`src/rtl/priority_fifo_reader_if.sv`:
```
// ============================================================================
// Module      : priority_fifo_reader_if
// Description : FIFO read port and downstream valid/ready stream bundle.
// Revision    : 1.0 - initial release
// ============================================================================
`default_nettype none

interface priority_fifo_reader_if #(
    parameter int WIDTH = 8,
    parameter int CNT_W = 16
);
    logic             fifo_empty;
    logic [WIDTH-1:0] fifo_data_out;
    logic             fifo_read_en;
    logic             out_valid;
    logic             out_ready;
    logic [WIDTH-1:0] out_data;
    logic [CNT_W-1:0] rd_count;
    logic             busy;

    modport master (
        input  fifo_empty, fifo_data_out, out_ready,
        output fifo_read_en, out_valid, out_data, rd_count, busy
    );

    modport slave (
        output fifo_empty, fifo_data_out, out_ready,
        input  fifo_read_en, out_valid, out_data, rd_count, busy
    );
endinterface

`default_nettype wire

```
`src/rtl/priority_fifo_reader.sv`:
```
// ============================================================================
// Module      : priority_fifo_reader
// Description : Pops the priority FIFO and re-presents words as a valid/ready stream.
// Revision    : 1.0 - initial release
// ============================================================================
`default_nettype none

module priority_fifo_reader #(
    parameter int WIDTH  = 8,
    parameter int RD_GAP = 1,
    parameter int CNT_W  = 16
) (
    input  wire                    clk,
    input  wire                    reset,
    priority_fifo_reader_if.master bus
);
    localparam int GAP_W = (RD_GAP < 2) ? 1 : $clog2(RD_GAP + 1);
    localparam logic [GAP_W-1:0] c_GAP_LOAD = GAP_W'(RD_GAP);
    localparam logic [GAP_W-1:0] c_GAP_LAST = GAP_W'(1);

    typedef enum logic [0:0] {
        S_IDLE = 1'b0,
        S_GAP  = 1'b1
    } state_t;

    state_t           r_state;
    logic [GAP_W-1:0] r_gap_cnt;
    logic             r_cap_pending;
    logic [WIDTH-1:0] r_buf [2];
    logic             r_wptr;
    logic             r_rptr;
    logic [1:0]       r_occ;
    logic [CNT_W-1:0] r_rd_count;

    logic w_space;
    logic w_issue;
    logic w_pop;

    // The in-flight word is counted as occupied so a capture can never overflow.
    assign w_space = (r_occ == 2'd0) || ((r_occ == 2'd1) && !r_cap_pending);
    assign w_issue = (r_state == S_IDLE) && !bus.fifo_empty && w_space && !reset;
    assign w_pop   = (r_occ != 2'd0) && bus.out_ready;

    always_ff @(posedge clk or posedge reset) begin
        if (reset) begin
            r_state       <= S_IDLE;
            r_gap_cnt     <= '0;
            r_cap_pending <= 1'b0;
            r_buf[0]      <= '0;
            r_buf[1]      <= '0;
            r_wptr        <= 1'b0;
            r_rptr        <= 1'b0;
            r_occ         <= 2'd0;
            r_rd_count    <= '0;
        end else begin
            unique case (r_state)
                S_IDLE: begin
                    if (w_issue) begin
                        r_state   <= S_GAP;
                        r_gap_cnt <= c_GAP_LOAD;
                    end
                end
                S_GAP: begin
                    r_gap_cnt <= r_gap_cnt - c_GAP_LAST;
                    if (r_gap_cnt == c_GAP_LAST) begin
                        r_state <= S_IDLE;
                    end
                end
                default: r_state <= S_IDLE;
            endcase

            // Issue only happens in IDLE and capture always lands in GAP, so they never overlap.
            r_cap_pending <= w_issue;

            if (r_cap_pending) begin
                r_buf[r_wptr] <= bus.fifo_data_out;
                r_wptr        <= ~r_wptr;
            end

            if (w_pop) begin
                r_rptr <= ~r_rptr;
                if (r_rd_count != {CNT_W{1'b1}}) begin
                    r_rd_count <= r_rd_count + 1'b1;
                end
            end

            unique case ({r_cap_pending, w_pop})
                2'b10:   r_occ <= r_occ + 2'd1;
                2'b01:   r_occ <= r_occ - 2'd1;
                default: r_occ <= r_occ;
            endcase
        end
    end

    assign bus.fifo_read_en = w_issue;
    assign bus.out_valid    = (r_occ != 2'd0);
    assign bus.out_data     = r_buf[r_rptr];
    assign bus.rd_count     = r_rd_count;
    assign bus.busy         = r_cap_pending || (r_state == S_GAP) || (r_occ != 2'd0);
endmodule

`default_nettype wire

```
`src/flat_wrapper.sv`:
```
// flat-port wrapper written by rule: the top's interface ports become plain ports
module priority_fifo_reader_flat 
#(
    parameter int WIDTH  = 8,
    parameter int RD_GAP = 1,
    parameter int CNT_W  = 16
)
  (clk, reset, bus_fifo_empty, bus_fifo_data_out, bus_out_ready, bus_fifo_read_en, bus_out_valid, bus_out_data, bus_rd_count, bus_busy);
  priority_fifo_reader_if #(.WIDTH(WIDTH), .CNT_W(CNT_W)) bus_i ();
  input  wire clk;
  input  wire reset;
  input wire logic [$bits(bus_i.fifo_empty)-1:0] bus_fifo_empty;
  input wire logic [$bits(bus_i.fifo_data_out)-1:0] bus_fifo_data_out;
  input wire logic [$bits(bus_i.out_ready)-1:0] bus_out_ready;
  output wire logic [$bits(bus_i.fifo_read_en)-1:0] bus_fifo_read_en;
  output wire logic [$bits(bus_i.out_valid)-1:0] bus_out_valid;
  output wire logic [$bits(bus_i.out_data)-1:0] bus_out_data;
  output wire logic [$bits(bus_i.rd_count)-1:0] bus_rd_count;
  output wire logic [$bits(bus_i.busy)-1:0] bus_busy;
  assign bus_i.fifo_empty = bus_fifo_empty;
  assign bus_i.fifo_data_out = bus_fifo_data_out;
  assign bus_i.out_ready = bus_out_ready;
  assign bus_fifo_read_en = bus_i.fifo_read_en;
  assign bus_out_valid = bus_i.out_valid;
  assign bus_out_data = bus_i.out_data;
  assign bus_rd_count = bus_i.rd_count;
  assign bus_busy = bus_i.busy;
  priority_fifo_reader #(.WIDTH(WIDTH), .RD_GAP(RD_GAP), .CNT_W(CNT_W)) u_core (.clk(clk), .reset(reset), .bus(bus_i));
endmodule
```
`config.mk`:
```
export PLATFORM = sky130hd
export DESIGN_NAME = priority_fifo_reader_flat
export DESIGN_NICKNAME = d
export VERILOG_FILES = /design/src/rtl/priority_fifo_reader_if.sv /design/src/rtl/priority_fifo_reader.sv /design/src/flat_wrapper.sv
export SDC_FILE = /design/constraint.sdc
export NUM_CORES = 1
export LEC_CHECK = 0
export ABC_AREA = 1
export CORE_AREA = 2 2 67 69
export DETAILED_ROUTE_END_ITERATION = 8
export DIE_AREA = 0 0 69 71
export PLACE_DENSITY = 0.76
export SLEW_MARGIN = 20
export SYNTH_ARGS = -nofsm -noshare
export SYNTH_HDL_FRONTEND = slang
export SYNTH_SLANG_ARGS = --single-unit
```
`constraint.sdc`:
```
create_clock -name clk -period 3.95 [get_ports clk]
set_input_delay 0.395 -clock clk [delete_from_list [all_inputs] [get_ports clk]]
set_output_delay 0.395 -clock clk [all_outputs]
set_load 0.1 [all_outputs]
```
=== After elaboration in Yosys (flattened, before gate mapping) ===
Index checks and enable logic that the tools add are counted.

* Flip-flop bits (word level): 39
* Input bits: 12
* Output and inout port bits: 27
* Word-level logic and storage cells: 54

* Add/sub/neg operators: 4
* $lt $le $gt $ge: 3
* Equality and inequality tests: 5
* Mux-type cells: 12
* Bitwise operators: 5
* Reduce and logical (&&, ||, !) cells: 16

{| class="wikitable"
|+ Operator list
! cell !! count
|-
| $mux W8 || 4
|-
| $add A16 B1 Y16 const B || 1
|-
| $bwmux W16 || 1
|-
| $ne A16 B16 Y1 const B || 1
|-
| $demux W8 S1 || 1
|-
| $logic_and A1 B1 Y1 || 6
|-
| $eq A2 B1 Y1 const B || 2
|-
| $ge A2 B2 Y1 const B || 2
|-
| $not A1 Y2 || 2
|-
| $pmux W1 S2 || 2
|-
| $pmux W2 S2 || 1
|-
| $reduce_bool A2 Y1 || 2
|-
| $logic_not A1 Y1 || 3
|-
| $logic_or A1 B1 Y1 || 3
|-
| $mux W1 || 3
|-
| $not A1 Y1 || 3
|-
| $add A2 B1 Y2 const B || 1
|-
| $eq A2 B2 Y1 const B || 1
|-
| $logic_not A2 Y1 || 1
|-
| $lt A2 B1 Y1 const B || 1
|-
| $ne A2 B1 Y1 const B || 1
|-
| $reduce_and A2 Y1 || 1
|-
| $sub A2 B1 Y2 const B || 1
|-
| $sub A1 B1 Y1 const B || 1
|}

=== Logic depth before layout (Yosys ltp) ===
* Depth after elaboration: 7
* Depth in mapped cells: 10

=== Worst setup path before layout ===
No wires, ideal clock.

* Path kind: register to register
* Start point: register u_core.r_occ[0]
* End point: register u_core.r_gap_cnt
* Library setup time: 127 ps
* Arrival time: 2,158 ps
* Required time: 3,823 ps
* Slack: 1,665 ps
* Cell stages (with the launch flop): 9
* Buffers on the path: 0
* Period minus slack after synthesis: 2,285 ps
* Cells stage by stage: dfrtp_1 -> inv_1 -> ha_1 -> inv_1 -> nand2_1 -> nand2_1 -> inv_1 -> o21ai_0 -> nand2_1

* Longest elaborated chain between the ends: 6
* Elaborated cells between the ends (all ways): 7
* Those cells by class: 2 x eq/ne; 5 x reduce/logical

{| class="wikitable"
|+ RTL lines
! element !! line !! RTL
|-
| start: declaration || priority_fifo_reader.sv:32 || <nowiki>logic [1:0] r_occ;</nowiki>
|-
| start signal: assignment || priority_fifo_reader.sv:88 || <nowiki>2'b10: r_occ <= r_occ + 2'd1;</nowiki>
|-
| start signal: assignment || priority_fifo_reader.sv:89 || <nowiki>2'b01: r_occ <= r_occ - 2'd1;</nowiki>
|-
| start signal: assignment || priority_fifo_reader.sv:90 || <nowiki>default: r_occ <= r_occ;</nowiki>
|-
| $eq A2 B1 Y1 || priority_fifo_reader.sv:40 || <nowiki>assign w_space = (r_occ == 2'd0) || ((r_occ == 2'd1) && !r_cap_pending);</nowiki>
|-
| $logic_and A1 B1 Y1 || priority_fifo_reader.sv:40 ||
|-
| $logic_or A1 B1 Y1 * || priority_fifo_reader.sv:40 ||
|-
| $logic_and A1 B1 Y1 * (2 in series) || priority_fifo_reader.sv:41 || <nowiki>assign w_issue = (r_state == S_IDLE) && !bus.fifo_empty && w_space && !reset;</nowiki>
|-
| via bus_fifo_read_en || flat_wrapper.sv:15 || <nowiki>output wire logic [$bits(bus_i.fifo_read_en)-1:0] bus_fifo_read_en;</nowiki>
|-
| $ne A2 B1 Y1 (no source line) * || n/a ||
|-
| end signal: assignment || priority_fifo_reader.sv:60 || <nowiki>r_gap_cnt <= c_GAP_LOAD;</nowiki>
|-
| end signal: assignment || priority_fifo_reader.sv:64 || <nowiki>r_gap_cnt <= r_gap_cnt - c_GAP_LAST;</nowiki>
|-
| end: declaration || priority_fifo_reader.sv:27 || <nowiki>logic [GAP_W-1:0] r_gap_cnt;</nowiki>
|}

The timed path passes the listed nets; every way through them passes the cells marked *.
A chain may end at the register's enable or synchronous reset.

=== Final worst setup path ===
* Start point: register u_core.r_rptr
* End point: output port bus_out_data[7]

* Longest elaborated chain between the ends: 4

{| class="wikitable"
|+ RTL lines
! element !! line !! RTL
|-
| start: declaration || priority_fifo_reader.sv:31 || <nowiki>logic r_rptr;</nowiki>
|-
| start signal: assignment || priority_fifo_reader.sv:81 || <nowiki>r_rptr <= ~r_rptr;</nowiki>
|-
| $not A1 Y2 (implied by the code) || priority_fifo_reader.sv:97 || <nowiki>assign bus.out_data = r_buf[r_rptr];</nowiki>
|-
| $mux W8 (implied by the code) (3 in series) || priority_fifo_reader.sv:97 ||
|-
| end: declaration || flat_wrapper.sv:17 || <nowiki>output wire logic [$bits(bus_i.out_data)-1:0] bus_out_data;</nowiki>
|}

Every way passes these cells. The select of a mux whose other input is x is not followed.

==> run_results.csv <==
group,metric,value,unit
run_status,status,"completed",
synthesis,ys_seq_area_frac,0.481,
floorplanning,die_w,69,um
placed_design,io_buffers,38,
timing,period_share,0.666,
synthesis,synth_most_common_cell,"nand2_1",
placed_design,hpwl,2900,um
routing,wl_per_cell,11.7,um
cells_and_area,n_antenna_cell,0,
synthesis,netlist_area,2030,sq um
synthesis,synth_fp_nets,263,
synthesis,syn_avg_cell_area,8.21,sq um
timing,fmax,0.380,GHz
clock_tree,clockBufferDepth,2,
worst_setup_path,setup.worst_path.end_class,"primary output",
synthesis,netlist_instances,247,
clock_tree,cts_root_buf,"clkbuf_8",
power,p_leak,1.21,nW
worst_setup_path,crit_arrival,2230,ps
floorplanning,pin_count,39,
synthesis,yosysTopAreaCell,"dfrtp_1",
worst_setup_path,cp_slowest_cell,"clkdlybuf4s50_1",
synthesis,synth_common_cells,"nand2_1, dfrtp_1, inv_1",
synthesis,yosys-top-cells-area,"dfrtp_1, nand2_1, inv_1",
timing,fin_skew,4.03,ps
worst_setup_path,cp.required,3560,ps
synthesis,yosys_warnings,0,
placed_design,placedCellCount,333,
clock_tree,clk_pin_slew_worst_paths,80,ps
global_route,grt_pass1_wl,6850,um
global_route,grt_max_degree,34,
worst_setup_path,setup.worst_path.start_class,"register",
floorplanning,start_util,0.482,
cells_and_area,drive_gt1_frac,0.107,
worst_setup_path,critical_path_buf_inv_count,1,
clock_tree,clk_latency,280,ps
worst_setup_path,crit_family,"buffers and inverters",
placed_design,place_ws,1630,ps
cells_and_area,area_growth,24.6,%
global_route,antenna_found_initial,0,
routing,drc,0,
clock_tree,cts_max_level,2,
global_route,grt_pass1_vias,1578,
clock_tree,cts_setup_buffers,0,
timing,max-slew-margin-rel,0.351,
worst_setup_path,critical_path.max_fanout,9,
synthesis,synth_edf_count,0,
clock_tree,cts_tree,"built",
clock_tree,cts_buffers,5,
global_route,overflow,0,
worst_setup_path,worstSetupPathType,"reg2out",
timing,fin_setup_tns,0,ps
worst_setup_path,slowest_delay,1120,ps
worst_setup_path,cp_cell_sequence,"mux2_2 > clkdlybuf4s50_1",
routing,wirelength,3990,um
routing,via_count,1657,
routing,first_pass_iters,4,
timing,fin_crit,2630,ps
synthesis,synth_cell_types,25,
timing,rsz0062_at_grt,"no",
timing,hold_viol,0,
placed_design,gp_congestion,0.777,
routing,dr.first_iter.drc_count,98,
clock_tree,ctsHoldBuffers,0,
timing,tightest_slew,971,ps
cells_and_area,layout.nets,304,
floorplanning,coreArea,4200,sq um
floorplanning,rows,24,
cells_and_area,fin_cells,341,
floorplanning,fp.dieH,71,um
clock_tree,post_cts_resized,0,
min_path,hold_class,"in2async",
power,powerDensity,876,nW/um^2
power,ir_drop,0.759,mV
timing,setup_viol,0,
routing,antenna_left,0,
global_route,grt_usage,0.175,
timing,fin_ws,1320,ps
cells_and_area,final_core_util,0.601,
synthesis,yosys_register_bits,39,
synthesis,synthFlopType,"dfrtp_1",
clock_tree,cts_sinks,39,
floorplanning,die-area,4900,sq um
synthesis,synth-async-reset-ratio,1.00,
routing,via_per_inst,4.86,
timing,maxSlewViolCount,0,
synthesis,synth_top_area_frac,0.481,
job,max_cap_violations,0,
cell usage in the layout, fill, tap and decap left out, types with 4 or more instances in the layout:
cell type	instances
clkbuf_8	5
clkdlybuf4s50_1	37
dfrtp_1	39
ha_1	4
inv_1	26
mux2_2	8
nand2_1	95
nand3_1	10
nor2_1	13
nor2_2	5
o21ai_0	15
xnor2_1	6
state kept, by name, indices dropped and copies added, names as in the netlist:
register	cells
u_core.r_state	1
u_core.r_wptr	1
u_core.r_buf	16
u_core.bus.rd_count	16
u_core.r_gap_cnt	1
u_core.r_occ	2
u_core.r_rptr	1
u_core.r_cap_pending	1
per-stage QoR:
step	cell area (sq um)	hold WS, ps	total power, W
final	2530	376	0.00221
after detailed placement	2440	474	0.00196
after CTS	2530	380	0.00223
after global routing	2530	395	0.00234
after floorplan	2030	448	0.00169
after global placement	2440	465	0.00194
worst register-to-register path, delay by kind of cell (launching register included):
family | cells | cell delay, ps
flops | 1 | 410
compound gates | 1 | 80
buf+inv | 3 | 270
fa+ha+maj | 2 | 520
simple gates | 2 | 270
area by class of cell:
class	instances	area (sq um)
Multi-Input combinational cell	176	913
Clock inverter	2	12.5
Clock buffer	6	72.6
Sequential cell	39	976
Fill cell	391	1680
Inverter	27	101
Tap cell	52	65.1
Timing Repair Buffer	39	385
metal layers:
layer  track usage  vias up  part of all wire
met3        0.0484        5             0.034
met4        0.0654        0             0.013
met5             0        -                 0
met1         0.222      781              0.47
li1              -      844                 -
met2         0.287       27              0.48
where the power goes:
part	leakage, nW	switching, W	internal (W)
clock	0.0412	0.000136	0.000123
combinational	0.679	0.000960	0.000346
sequential	0.493	0.000109	0.000538
total	1.21	0.00121	0.00101
kinds of logic (layout without fill, tap and decap cells):
kind of cell	count (synthesis)	in the layout	synth area share
muxes	8	8	0.0444
buffers and inverters	32	74	0.0679
and+or+nand+nor	137	137	0.298
DFF	39	39	0.481
xor gates and xnor gates	9	9	0.0389
AOI/OAI and AO/OA	18	18	0.0444
adders and majority gates	4	4	0.0247
worst paths after layout:
path	to	from	slack (ps)	cells past startpoint
setup / recovery	bus_out_data[7]	u_core.r_rptr	1320	2
min in group clk	u_core.r_buf[14]	u_core.r_buf[14]	490	2
setup reg to reg	u_core.r_occ[1]	u_core.r_occ[0]	2290	8
max in group asynchronous	u_core.bus.rd_count[12]	reset	2870	3
hold reg to reg	u_core.r_buf[14]	u_core.r_buf[14]	490	2
hold / removal	u_core.r_occ[0]	reset	380	2
Power figures use the tool's default switching activity.
